$ cat config.mk
export PLATFORM = sky130hd
export DESIGN_NAME = ddr_axi_arbiter
export DESIGN_NICKNAME = d
export VERILOG_FILES = /design/src/rtl/ddr_axi_pkg.sv /design/src/rtl/axi_order_fifo.sv /design/src/rtl/ddr_axi_arbiter.sv
export SDC_FILE = /design/constraint.sdc
export NUM_CORES = 1
export LEC_CHECK = 0
export BUFFER_PORTS_ARGS = -buffer_cell sky130_fd_sc_hd__buf_4
export CORE_AREA = 5 5 211 213
export DETAILED_ROUTE_END_ITERATION = 16
export DIE_AREA = 0 0 216 218
export GPL_TIMING_DRIVEN = 0
export MAX_ROUTING_LAYER = met4
export PLACE_DENSITY_LB_ADDON = 0.05
export RECOVER_POWER = 50
export SETUP_SLACK_MARGIN = 0.4
export SYNTH_ARGS = -nofsm -noshare
export SYNTH_HDL_FRONTEND = slang
export SYNTH_SLANG_ARGS = --single-unit
$ cat constraint.sdc
create_clock -name i_clk -period 5.3 [get_ports i_clk]
set_clock_uncertainty 0.1 [all_clocks]
set_input_delay 0.53 -clock i_clk [delete_from_list [all_inputs] [get_ports i_clk]]
set_output_delay 0.53 -clock i_clk [all_outputs]
set_load 0.03 [all_outputs]
$ cat src/rtl/ddr_axi_pkg.sv
// Shared defaults, master-index type and the round-robin pick helper
// used by the two-master DDR AXI arbiter.
package ddr_axi_pkg;

  localparam int ADDR_W_DEF = 32;
  localparam int DATA_W_DEF = 32;
  localparam int ID_W_DEF   = 4;
  localparam int FIFO_DEPTH = 4;

  typedef logic mst_idx_t;

  // On a tie the master that was not granted last wins.
  function automatic mst_idx_t rr_pick(input logic i_v0, input logic i_v1,
                                       input mst_idx_t i_last);
    mst_idx_t w_sel;
    if (i_v0 && i_v1) w_sel = ~i_last;
    else              w_sel = i_v1;
    return w_sel;
  endfunction

endpackage

$ cat src/rtl/axi_order_fifo.sv
// Write-order FIFO: remembers which master owns each granted AW so the
// W channel can be steered to the right source in address order.
module axi_order_fifo
  import ddr_axi_pkg::*;
#(
  parameter int DEPTH = FIFO_DEPTH
) (
  input  logic     i_clk,
  input  logic     i_rst,
  input  logic     i_push,
  input  mst_idx_t i_din,
  input  logic     i_pop,
  output mst_idx_t o_dout,
  output logic     o_full,
  output logic     o_empty
);

  localparam int PTR_W = $clog2(DEPTH);
  localparam int CNT_W = $clog2(DEPTH + 1);

  mst_idx_t         r_mem [DEPTH];
  logic [PTR_W-1:0] r_wr_ptr;
  logic [PTR_W-1:0] r_rd_ptr;
  logic [CNT_W-1:0] r_cnt;
  logic             w_push;
  logic             w_pop;

  assign o_full  = (r_cnt == CNT_W'(DEPTH));
  assign o_empty = (r_cnt == '0);
  assign o_dout  = r_mem[r_rd_ptr];
  assign w_push  = i_push && !o_full;
  assign w_pop   = i_pop && !o_empty;

  always_ff @(posedge i_clk) begin
    if (i_rst) begin
      r_wr_ptr <= '0;
      r_rd_ptr <= '0;
      r_cnt    <= '0;
    end else begin
      if (w_push) r_wr_ptr <= r_wr_ptr + PTR_W'(1);
      if (w_pop)  r_rd_ptr <= r_rd_ptr + PTR_W'(1);
      case ({w_push, w_pop})
        2'b10:   r_cnt <= r_cnt + CNT_W'(1);
        2'b01:   r_cnt <= r_cnt - CNT_W'(1);
        default: r_cnt <= r_cnt;
      endcase
    end
  end

  always_ff @(posedge i_clk) begin
    if (w_push) r_mem[r_wr_ptr] <= i_din;
  end

endmodule

$ cat src/rtl/ddr_axi_arbiter.sv
// Two-master to one-slave AXI arbiter in front of the DDR3 controller:
// registered round-robin AR/AW, ID-based R/B routing, W ordered by AW grants.
module ddr_axi_arbiter
  import ddr_axi_pkg::*;
#(
  parameter int ADDR_W = ADDR_W_DEF,
  parameter int DATA_W = DATA_W_DEF,
  parameter int ID_W   = ID_W_DEF
) (
  input  logic              i_clk,
  input  logic              i_rst,
  // master 0
  input  logic              s0_arvalid,
  input  logic [ID_W-2:0]   s0_arid,
  input  logic [ADDR_W-1:0] s0_araddr,
  input  logic [7:0]        s0_arlen,
  input  logic [1:0]        s0_arburst,
  output logic              s0_arready,
  output logic              s0_rvalid,
  output logic [ID_W-2:0]   s0_rid,
  output logic [DATA_W-1:0] s0_rdata,
  output logic              s0_rlast,
  output logic [1:0]        s0_rresp,
  input  logic              s0_rready,
  input  logic              s0_awvalid,
  input  logic [ID_W-2:0]   s0_awid,
  input  logic [ADDR_W-1:0] s0_awaddr,
  input  logic [7:0]        s0_awlen,
  input  logic [1:0]        s0_awburst,
  output logic              s0_awready,
  input  logic              s0_wvalid,
  input  logic [DATA_W-1:0] s0_wdata,
  input  logic [DATA_W/8-1:0] s0_wstrb,
  input  logic              s0_wlast,
  output logic              s0_wready,
  output logic              s0_bvalid,
  output logic [ID_W-2:0]   s0_bid,
  output logic [1:0]        s0_bresp,
  input  logic              s0_bready,
  // master 1
  input  logic              s1_arvalid,
  input  logic [ID_W-2:0]   s1_arid,
  input  logic [ADDR_W-1:0] s1_araddr,
  input  logic [7:0]        s1_arlen,
  input  logic [1:0]        s1_arburst,
  output logic              s1_arready,
  output logic              s1_rvalid,
  output logic [ID_W-2:0]   s1_rid,
  output logic [DATA_W-1:0] s1_rdata,
  output logic              s1_rlast,
  output logic [1:0]        s1_rresp,
  input  logic              s1_rready,
  input  logic              s1_awvalid,
  input  logic [ID_W-2:0]   s1_awid,
  input  logic [ADDR_W-1:0] s1_awaddr,
  input  logic [7:0]        s1_awlen,
  input  logic [1:0]        s1_awburst,
  output logic              s1_awready,
  input  logic              s1_wvalid,
  input  logic [DATA_W-1:0] s1_wdata,
  input  logic [DATA_W/8-1:0] s1_wstrb,
  input  logic              s1_wlast,
  output logic              s1_wready,
  output logic              s1_bvalid,
  output logic [ID_W-2:0]   s1_bid,
  output logic [1:0]        s1_bresp,
  input  logic              s1_bready,
  // downstream DDR controller
  output logic              m_arvalid,
  output logic [ID_W-1:0]   m_arid,
  output logic [ADDR_W-1:0] m_araddr,
  output logic [7:0]        m_arlen,
  output logic [1:0]        m_arburst,
  input  logic              m_arready,
  input  logic              m_rvalid,
  input  logic [ID_W-1:0]   m_rid,
  input  logic [DATA_W-1:0] m_rdata,
  input  logic              m_rlast,
  input  logic [1:0]        m_rresp,
  output logic              m_rready,
  output logic              m_awvalid,
  output logic [ID_W-1:0]   m_awid,
  output logic [ADDR_W-1:0] m_awaddr,
  output logic [7:0]        m_awlen,
  output logic [1:0]        m_awburst,
  input  logic              m_awready,
  output logic              m_wvalid,
  output logic [DATA_W-1:0] m_wdata,
  output logic [DATA_W/8-1:0] m_wstrb,
  output logic              m_wlast,
  input  logic              m_wready,
  input  logic              m_bvalid,
  input  logic [ID_W-1:0]   m_bid,
  input  logic [1:0]        m_bresp,
  output logic              m_bready
);

  // ---------------- AR: one-entry register, round-robin grant
  mst_idx_t          w_ar_sel;
  logic              w_ar_load;
  logic              r_ar_vld_p0;
  mst_idx_t          r_ar_last;
  logic [ID_W-1:0]   r_ar_id_p0;
  logic [ADDR_W-1:0] r_ar_addr_p0;
  logic [7:0]        r_ar_len_p0;
  logic [1:0]        r_ar_burst_p0;

  assign w_ar_sel   = rr_pick(s0_arvalid, s1_arvalid, r_ar_last);
  assign w_ar_load  = !i_rst && (s0_arvalid || s1_arvalid) && (!r_ar_vld_p0 || m_arready);
  assign s0_arready = w_ar_load && (w_ar_sel == 1'b0);
  assign s1_arready = w_ar_load && (w_ar_sel == 1'b1);

  always_ff @(posedge i_clk) begin
    if (i_rst) begin
      r_ar_vld_p0 <= 1'b0;
      r_ar_last   <= 1'b1;
    end else if (w_ar_load) begin
      r_ar_vld_p0 <= 1'b1;
      r_ar_last   <= w_ar_sel;
    end else if (m_arready) begin
      r_ar_vld_p0 <= 1'b0;
    end
  end

  always_ff @(posedge i_clk) begin
    if (w_ar_load) begin
      r_ar_id_p0    <= {w_ar_sel, (w_ar_sel ? s1_arid : s0_arid)};
      r_ar_addr_p0  <= w_ar_sel ? s1_araddr  : s0_araddr;
      r_ar_len_p0   <= w_ar_sel ? s1_arlen   : s0_arlen;
      r_ar_burst_p0 <= w_ar_sel ? s1_arburst : s0_arburst;
    end
  end

  assign m_arvalid = r_ar_vld_p0;
  assign m_arid    = r_ar_id_p0;
  assign m_araddr  = r_ar_addr_p0;
  assign m_arlen   = r_ar_len_p0;
  assign m_arburst = r_ar_burst_p0;

  // ---------------- AW: same as AR, gated by write-order FIFO space
  mst_idx_t          w_aw_sel;
  logic              w_aw_load;
  logic              w_fifo_full;
  logic              w_fifo_empty;
  mst_idx_t          w_fifo_head;
  logic              w_fifo_pop;
  logic              r_aw_vld_p0;
  mst_idx_t          r_aw_last;
  logic [ID_W-1:0]   r_aw_id_p0;
  logic [ADDR_W-1:0] r_aw_addr_p0;
  logic [7:0]        r_aw_len_p0;
  logic [1:0]        r_aw_burst_p0;

  // Full blocks the grant even when a pop lands in the same cycle.
  assign w_aw_sel   = rr_pick(s0_awvalid, s1_awvalid, r_aw_last);
  assign w_aw_load  = !i_rst && !w_fifo_full && (s0_awvalid || s1_awvalid) &&
                      (!r_aw_vld_p0 || m_awready);
  assign s0_awready = w_aw_load && (w_aw_sel == 1'b0);
  assign s1_awready = w_aw_load && (w_aw_sel == 1'b1);

  always_ff @(posedge i_clk) begin
    if (i_rst) begin
      r_aw_vld_p0 <= 1'b0;
      r_aw_last   <= 1'b1;
    end else if (w_aw_load) begin
      r_aw_vld_p0 <= 1'b1;
      r_aw_last   <= w_aw_sel;
    end else if (m_awready) begin
      r_aw_vld_p0 <= 1'b0;
    end
  end

  always_ff @(posedge i_clk) begin
    if (w_aw_load) begin
      r_aw_id_p0    <= {w_aw_sel, (w_aw_sel ? s1_awid : s0_awid)};
      r_aw_addr_p0  <= w_aw_sel ? s1_awaddr  : s0_awaddr;
      r_aw_len_p0   <= w_aw_sel ? s1_awlen   : s0_awlen;
      r_aw_burst_p0 <= w_aw_sel ? s1_awburst : s0_awburst;
    end
  end

  assign m_awvalid = r_aw_vld_p0;
  assign m_awid    = r_aw_id_p0;
  assign m_awaddr  = r_aw_addr_p0;
  assign m_awlen   = r_aw_len_p0;
  assign m_awburst = r_aw_burst_p0;

  axi_order_fifo #(
    .DEPTH (FIFO_DEPTH)
  ) u_order_fifo (
    .i_clk   (i_clk),
    .i_rst   (i_rst),
    .i_push  (w_aw_load),
    .i_din   (w_aw_sel),
    .i_pop   (w_fifo_pop),
    .o_dout  (w_fifo_head),
    .o_full  (w_fifo_full),
    .o_empty (w_fifo_empty)
  );

  // ---------------- W: steered from the master at the FIFO head
  assign m_wvalid   = !w_fifo_empty && (w_fifo_head ? s1_wvalid : s0_wvalid);
  assign m_wdata    = w_fifo_head ? s1_wdata : s0_wdata;
  assign m_wstrb    = w_fifo_head ? s1_wstrb : s0_wstrb;
  assign m_wlast    = w_fifo_head ? s1_wlast : s0_wlast;
  assign s0_wready  = !w_fifo_empty && !w_fifo_head && m_wready;
  assign s1_wready  = !w_fifo_empty &&  w_fifo_head && m_wready;
  assign w_fifo_pop = m_wvalid && m_wready && m_wlast;

  // ---------------- R / B: routed on the top ID bit
  assign s0_rvalid = m_rvalid && !m_rid[ID_W-1];
  assign s1_rvalid = m_rvalid &&  m_rid[ID_W-1];
  assign m_rready  = m_rid[ID_W-1] ? s1_rready : s0_rready;
  assign s0_rid    = m_rid[ID_W-2:0];
  assign s1_rid    = m_rid[ID_W-2:0];
  assign s0_rdata  = m_rdata;
  assign s1_rdata  = m_rdata;
  assign s0_rlast  = m_rlast;
  assign s1_rlast  = m_rlast;
  assign s0_rresp  = m_rresp;
  assign s1_rresp  = m_rresp;

  assign s0_bvalid = m_bvalid && !m_bid[ID_W-1];
  assign s1_bvalid = m_bvalid &&  m_bid[ID_W-1];
  assign m_bready  = m_bid[ID_W-1] ? s1_bready : s0_bready;
  assign s0_bid    = m_bid[ID_W-2:0];
  assign s1_bid    = m_bid[ID_W-2:0];
  assign s0_bresp  = m_bresp;
  assign s1_bresp  = m_bresp;

endmodule

; ---- Word-level counts from Yosys, hierarchy flattened
; Memory sizes are Yosys's and may differ from the RTL's. A register that Yosys moved wholly into a read port is not among the register bits.
; Index checks and enable logic that the tools add are counted.
[word_totals]
ram_bits = 4
mem_count = 1
output_inout_bits = 230
register_bits = 103
[classes]
mux = 25
n_eq_ne = 3
addsub = 4
n_reduce_logical = 40
n_bitwise = 4
[mem_list]
columns = memory, words, width, rd, rd_ports_with_merged_regs, write_ports, line_no
row1 = u_order_fifo.r_mem, 4, 1, 1, 1, 1, axi_order_fifo.sv:21  ; mst_idx_t r_mem [DEPTH];
[op_table]
columns = op, n
row1 = $mux W32, 3
row2 = $logic_and A1 B1 Y1, 24
row3 = $mux W8, 2
row4 = $mux W1, 12
row5 = $logic_not A1 Y1, 8
row6 = $mux W2, 4
row7 = $mux W3, 2
row8 = $pmux W3 S2, 1
row9 = $reduce_bool A2 Y1, 3
row10 = $add A2 B1 Y2 const B, 2
row11 = $logic_or A1 B1 Y1, 4
row12 = $mux W4, 1
row13 = $not A1 Y1, 4
row14 = $add A3 B1 Y3 const B, 1
row15 = $eq A3 B3 Y1 const B, 1
row16 = $logic_not A3 Y1, 1
row17 = $sub A3 B1 Y3 const B, 1
row18 = $eq A2 B1 Y1 const B, 1
row19 = $eq A2 B2 Y1 const B, 1

; ---- Longest topological paths before layout
[logic_depth]
ltp_word = 8
depth_mapped = 9

; ---- Hierarchy
; Synthesis repeated with hierarchy kept, for this count alone.
[hier_totals]
hier_cells = 419
hier_area_um2 = 5945.7
[modules_own_cells]
columns = mod, seq_area_each_um2, area_per_inst_um2, cells_per_inst, n_inst
row1 = ddr_axi_arbiter, 2842.7, 5327.6, 360, 1
row2 = axi_order_fifo, 300.3, 618.1, 59, 1

; ---- Worst setup path before layout
; Ideal clock, no wire load.
[synth_timing]
kind = input -> register
startpoint = in i_rst
endpoint = reg u_order_fifo.r_cnt[2]
t_arrival_ns = 3.777
stages = 9
required_time_ns = 5.130
setup_slack_ns = 1.352
path_cell_list = clkbuf_1 > a2111oi_4 > inv_1 > ha_1 > inv_1 > fa_1 > xor2_1 > or3_1 > a21oi_1
[synth_between]
elab_chain_cells = 7
word_cells_on_any_way = 9
classes_between = 2 x eq/ne / 1 x mux / 6 x reduce/logical
[synth_lines]
columns = item, line_no
row1 = "start, declared", ddr_axi_arbiter.sv:11  ; input logic i_rst,
row2 = $logic_not A1 Y1 (*), ddr_axi_arbiter.sv:156  ; assign w_aw_load = !i_rst && !w_fifo_full && (s0_awvalid || s1_awvalid) &&
row3 = $logic_and A1 B1 Y1 (*) (3 in a row), ddr_axi_arbiter.sv:156
row4 = via u_order_fifo.i_push, axi_order_fifo.sv:10  ; input logic i_push,
row5 = $logic_and A1 B1 Y1 (*), axi_order_fifo.sv:31  ; assign w_push = i_push && !o_full;
row6 = $eq A2 B1 Y1 / $eq A2 B2 Y1 (equally long branches), axi_order_fifo.sv:42  ; case ({w_push, w_pop})
row7 = $pmux W3 S2 / $reduce_bool A2 Y1 (equally long branches), n/a
row8 = "end signal, assigned", axi_order_fifo.sv:43  ; 2'b10: r_cnt <= r_cnt + CNT_W'(1);
row9 = "end signal, assigned", axi_order_fifo.sv:44  ; 2'b01: r_cnt <= r_cnt - CNT_W'(1);
row10 = "end signal, assigned", axi_order_fifo.sv:45  ; default: r_cnt <= r_cnt;
row11 = "end, declared", axi_order_fifo.sv:24  ; logic [CNT_W-1:0] r_cnt;
; Mark *: on every way through the listed nets, which the timed path passes. The rest lies on a longest branch.
; A chain may end at the register's enable or synchronous reset.

; ---- Final worst setup path
[layout_timing]
startpoint = reg u_order_fifo.r_cnt[0]
endpoint = out s1_awready
[layout_between]
elab_chain_cells = 6
[layout_lines]
columns = item, line_no
row1 = $eq A3 B3 Y1, axi_order_fifo.sv:28  ; assign o_full = (r_cnt == CNT_W'(DEPTH));
row2 = $logic_not A1 Y1, ddr_axi_arbiter.sv:156
row3 = $logic_and A1 B1 Y1 (3 in a row), ddr_axi_arbiter.sv:156
row4 = via u_order_fifo.i_push, axi_order_fifo.sv:10
row5 = $logic_and A1 B1 Y1, ddr_axi_arbiter.sv:159  ; assign s1_awready = w_aw_load && (w_aw_sel == 1'b1);
row6 = "end, declared", ddr_axi_arbiter.sv:58  ; output logic s1_awready,
; The timed path passes the listed nets, and every way through them passes these cells.

==> metrics.md <==
| Metric | Value |
|---|---|
| Failing checks | `max-capacitance violations` |
| Drt total wl | `26700 µm` |
| DRT antenna net count | `0` |
| Slew @ Worst Pin | `1.45 ns` |
| Net Count, Synth | `735` |
| CTS-repair resized insts | `0` |
| Outcome | `finished, violations left` |
| Post-DR wirelength/cell | `18.0 µm` |
| Placer Congestion | `between 0.7 and 0.8` |
| Die width | `around 220 µm` |
| Clock Tree Buf Depth | `2` |
| Critical path capture point type | `primary output` |
| FMAX | `270 MHz` |
| Final core utilization | `about a quarter` |
| Ys Warns | `0` |
| PwrDens | `around 260 nW/µm²` |
| Most numerous cell in the Yosys netlist | `mux2_2` |
| Clock Latency Late Sink | `0.35 ns` |
| Critical path origin | `u_order_fifo.r_cnt[0]` |
| Final min period | `3.71 ns` |
| VDD IR max | `122 µV` |
| CP arrival | `3.08 ns` |
| Netlist cell types | `31` |
| CP Launch Type | `flip-flop` |
| Post-synth top flop | `edfxtp_1` |
| Initial antenna violation count | `1` |
| Postcts setup bufs | `0` |
| Clock transition at path regs | `0.07 ns` |
| Final setup vio count | `0` |
| Non-filler cells in the finished layout | `between 1000 and 1500` |
| FP Rows | `76` |
| Post-DP Area | `10400 µm²` |
| 1st-iter DRT viols | `between 100 and 150` |
| Die area | `approximately 47000 µm²` |
| Post-Syn Instances | `between 400 and 500` |
| Seq/Total Area, Yosys | `53.8%` |
| Mapped Area | `5840 µm²` |
| Period utilisation layout | `70.0%` |
| Hold path startpoint | `s0_arvalid` |
| Count of pins over their slew limit | `0` |
| Synth Area per Inst | `between 10 and 15 µm²` |
| Unrepaired setup endpoints after global routing | `no` |
| Post-Place Cells | `1466` |
| Hold Violations, Final | `0` |
| Share of layout cells above drive strength 1 | `between 50% and 60%` |
| Vias in the first global route | `approximately 5400` |
| Initial Utilization | `13.7%` |
| First-pass DRT Iterations | `4` |
| Routed vias | `5014` |
| First-pass GRT wire length | `35900 µm` |
| Slew HR | `less than 1%` |
| Num CTS Buffers | `9` |
| Detailed Place HPWL | `22800 µm` |
| CP Data Required Time | `4.67 ns` |
| Drt drc | `0` |
| Area growth from synthesis to layout | `69.8%` |
| Clock root cell | `clkbuf_16` |
| Layout net count | `1253` |
| Final global-route overflow total | `0` |
| H-tree lvl count | `3` |
| Critical path class | `reg2out` |
| Ranking of synthesized cells by area | `edfxtp_1, mux2_2, buf_4` |
| Cts hold-fix bufs | `0` |
| Die height | `approximately 220 µm` |
| Worst hold path type | `in2reg` |
| Clock sinks | `about 110` |
| EDFF count, synth | `96` |
| Overall power | `2.53 mW` |
| CTS tree | `yes` |
| Synth top area share | `49.4%` |
| Filler cells | `4688` |
| Max-cap viol count | `1` |
| Top cell type by total area after synthesis | `edfxtp_1` |
| Worst r2r src | `u_order_fifo.r_cnt[0]` |
| Largest net degree at the start of global routing | `34` |
| I/O Buffers | `about 500` |
| Num ports | `546` |
| Share of flip-flops with an asynchronous set or reset | `0%` |
| Critical path peak fanout | `11` |
| Total Neg Setup Slack | `0 ns` |
| Core area | `around 43000 µm²` |
| Synth cell count leaders | `mux2_2, edfxtp_1, buf_4` |
| Synthesized flop and latch total | `~110` |
| Design Area, Final | `around 9900 µm²` |
| All-Layer GR Usage | `10.6%` |
| Leak | `between 4 and 5 nW` |
| Detailed-route vias per instance | `3.38` |
## layer usage
metal / wire length (µm) / global-route usage [%]
met1: 8870 / 9.92
met5: 0 / -
met2: 15000 / 20.7
met3: 2540 / 3.75
met4: 274 / 2.54
## placed cells by master, fill, tap and decap left out, types with 2 or more instances in the layout
| cell | instances |
|---|---|
| buf_2 | 4 |
| clkinv_1 | 2 |
| inv_1 | 7 |
| a21oi_1 | 2 |
| a21boi_0 | 2 |
| edfxtp_1 | 96 |
| nor3_1 | 2 |
| or3_1 | 2 |
| nor2b_1 | 6 |
| a211o_1 | 3 |
| mux2_2 | 132 |
| ha_1 | 5 |
| clkbuf_16 | 9 |
| and2_1 | 7 |
| buf_4 | 401 |
| nand2_1 | 2 |
| nand2b_1 | 2 |
| clkbuf_1 | 200 |
| mux2i_1 | 2 |
| clkinvlp_4 | 2 |
| o21ai_0 | 2 |
| dfxtp_1 | 13 |
| nor2_1 | 15 |
| buf_6 | 2 |
| xor2_1 | 2 |
## stage by stage
stage / hold slack (ns) / worst slack [ns]
6_report: 0.308 / 1.59
5_1_grt: 0.299 / 1.13
4_1_cts: 0.279 / 2.35
3_5_place_dp: 0.357 / 2.38
3_3_place_gp: 0.353 / -0.724
2_1_floorplan: 0.330 / 1.35
## flip-flops by register name, summed over array words and instances, names as in the netlist, named ones only
name / count
m_awaddr: 32
m_araddr: 32
m_awlen: 8
u_order_fifo.r_rd_ptr: 2
m_arlen: 8
u_order_fifo.r_cnt: 3
m_arburst: 2
m_arid: 4
r_ar_last: 1
m_awid: 4
u_order_fifo.r_wr_ptr: 2
m_awburst: 2
m_arvalid: 1
u_order_fifo.r_mem: 4
m_awvalid: 1
r_aw_last: 1
## cell type report
| cell class | count | area (µm²) | area share, % |
|---|---|---|---|
| inverters | 7 | 26.3 | 0.265 |
| clock inverters | 5 | 52.6 | 0.530 |
| plain buffers | 102 | 711 | 7.17 |
| clock buffers | 10 | 229 | 2.31 |
| multi-input cells | 195 | 1940 | 19.6 |
| well taps | 546 | 683 | 6.89 |
| repair buffers | 507 | 3130 | 31.6 |
| diodes | 1 | 2.50 | 0.0252 |
| flip-flops and latches | 109 | 3140 | 31.7 |
## critical path, stage by stage (launching register included)
cell and delay [ns]:
dfxtp_1 0.39, nor2_1 0.08, a2111oi_0 1.23, clkbuf_1 0.59, and2_1 0.25, buf_4 0.18
## worst paths after layout
| check | slack [ns] | endpoint | depth (start not counted) |
|---|---|---|---|
| worst max register to register | 2.07 | u_order_fifo.r_cnt[2] | 9 |
| worst max-delay path | 1.59 | s1_awready | 5 |
| worst min-delay path | 0.31 | m_arvalid | 3 |
| worst min register to register | 0.37 | r_aw_last | 1 |
## power by group
group / internal, mW / leakage (nW) / switching, mW
clock: 0.363 / 0.130 / 0.339
sequential: 1.01 / 1.01 / 0.0169
combinational: 0.353 / 2.92 / 0.450
total: 1.72 / 4.06 / 0.807
## cell families after synthesis
group | count (synthesis) | share of synthesized area [%]
muxes | 136 | 26.5
buffers and inverters | 109 | 12.6
DFF | 109 | 53.8
and+or+nand+nor | 40 | 3.69
AOI/OAI and AO/OA | 10 | 1.52
adders and majority gates | 6 | 1.41
xor gates and xnor gates | 3 | 0.450
Note: power is estimated with default switching activity, not from simulation.
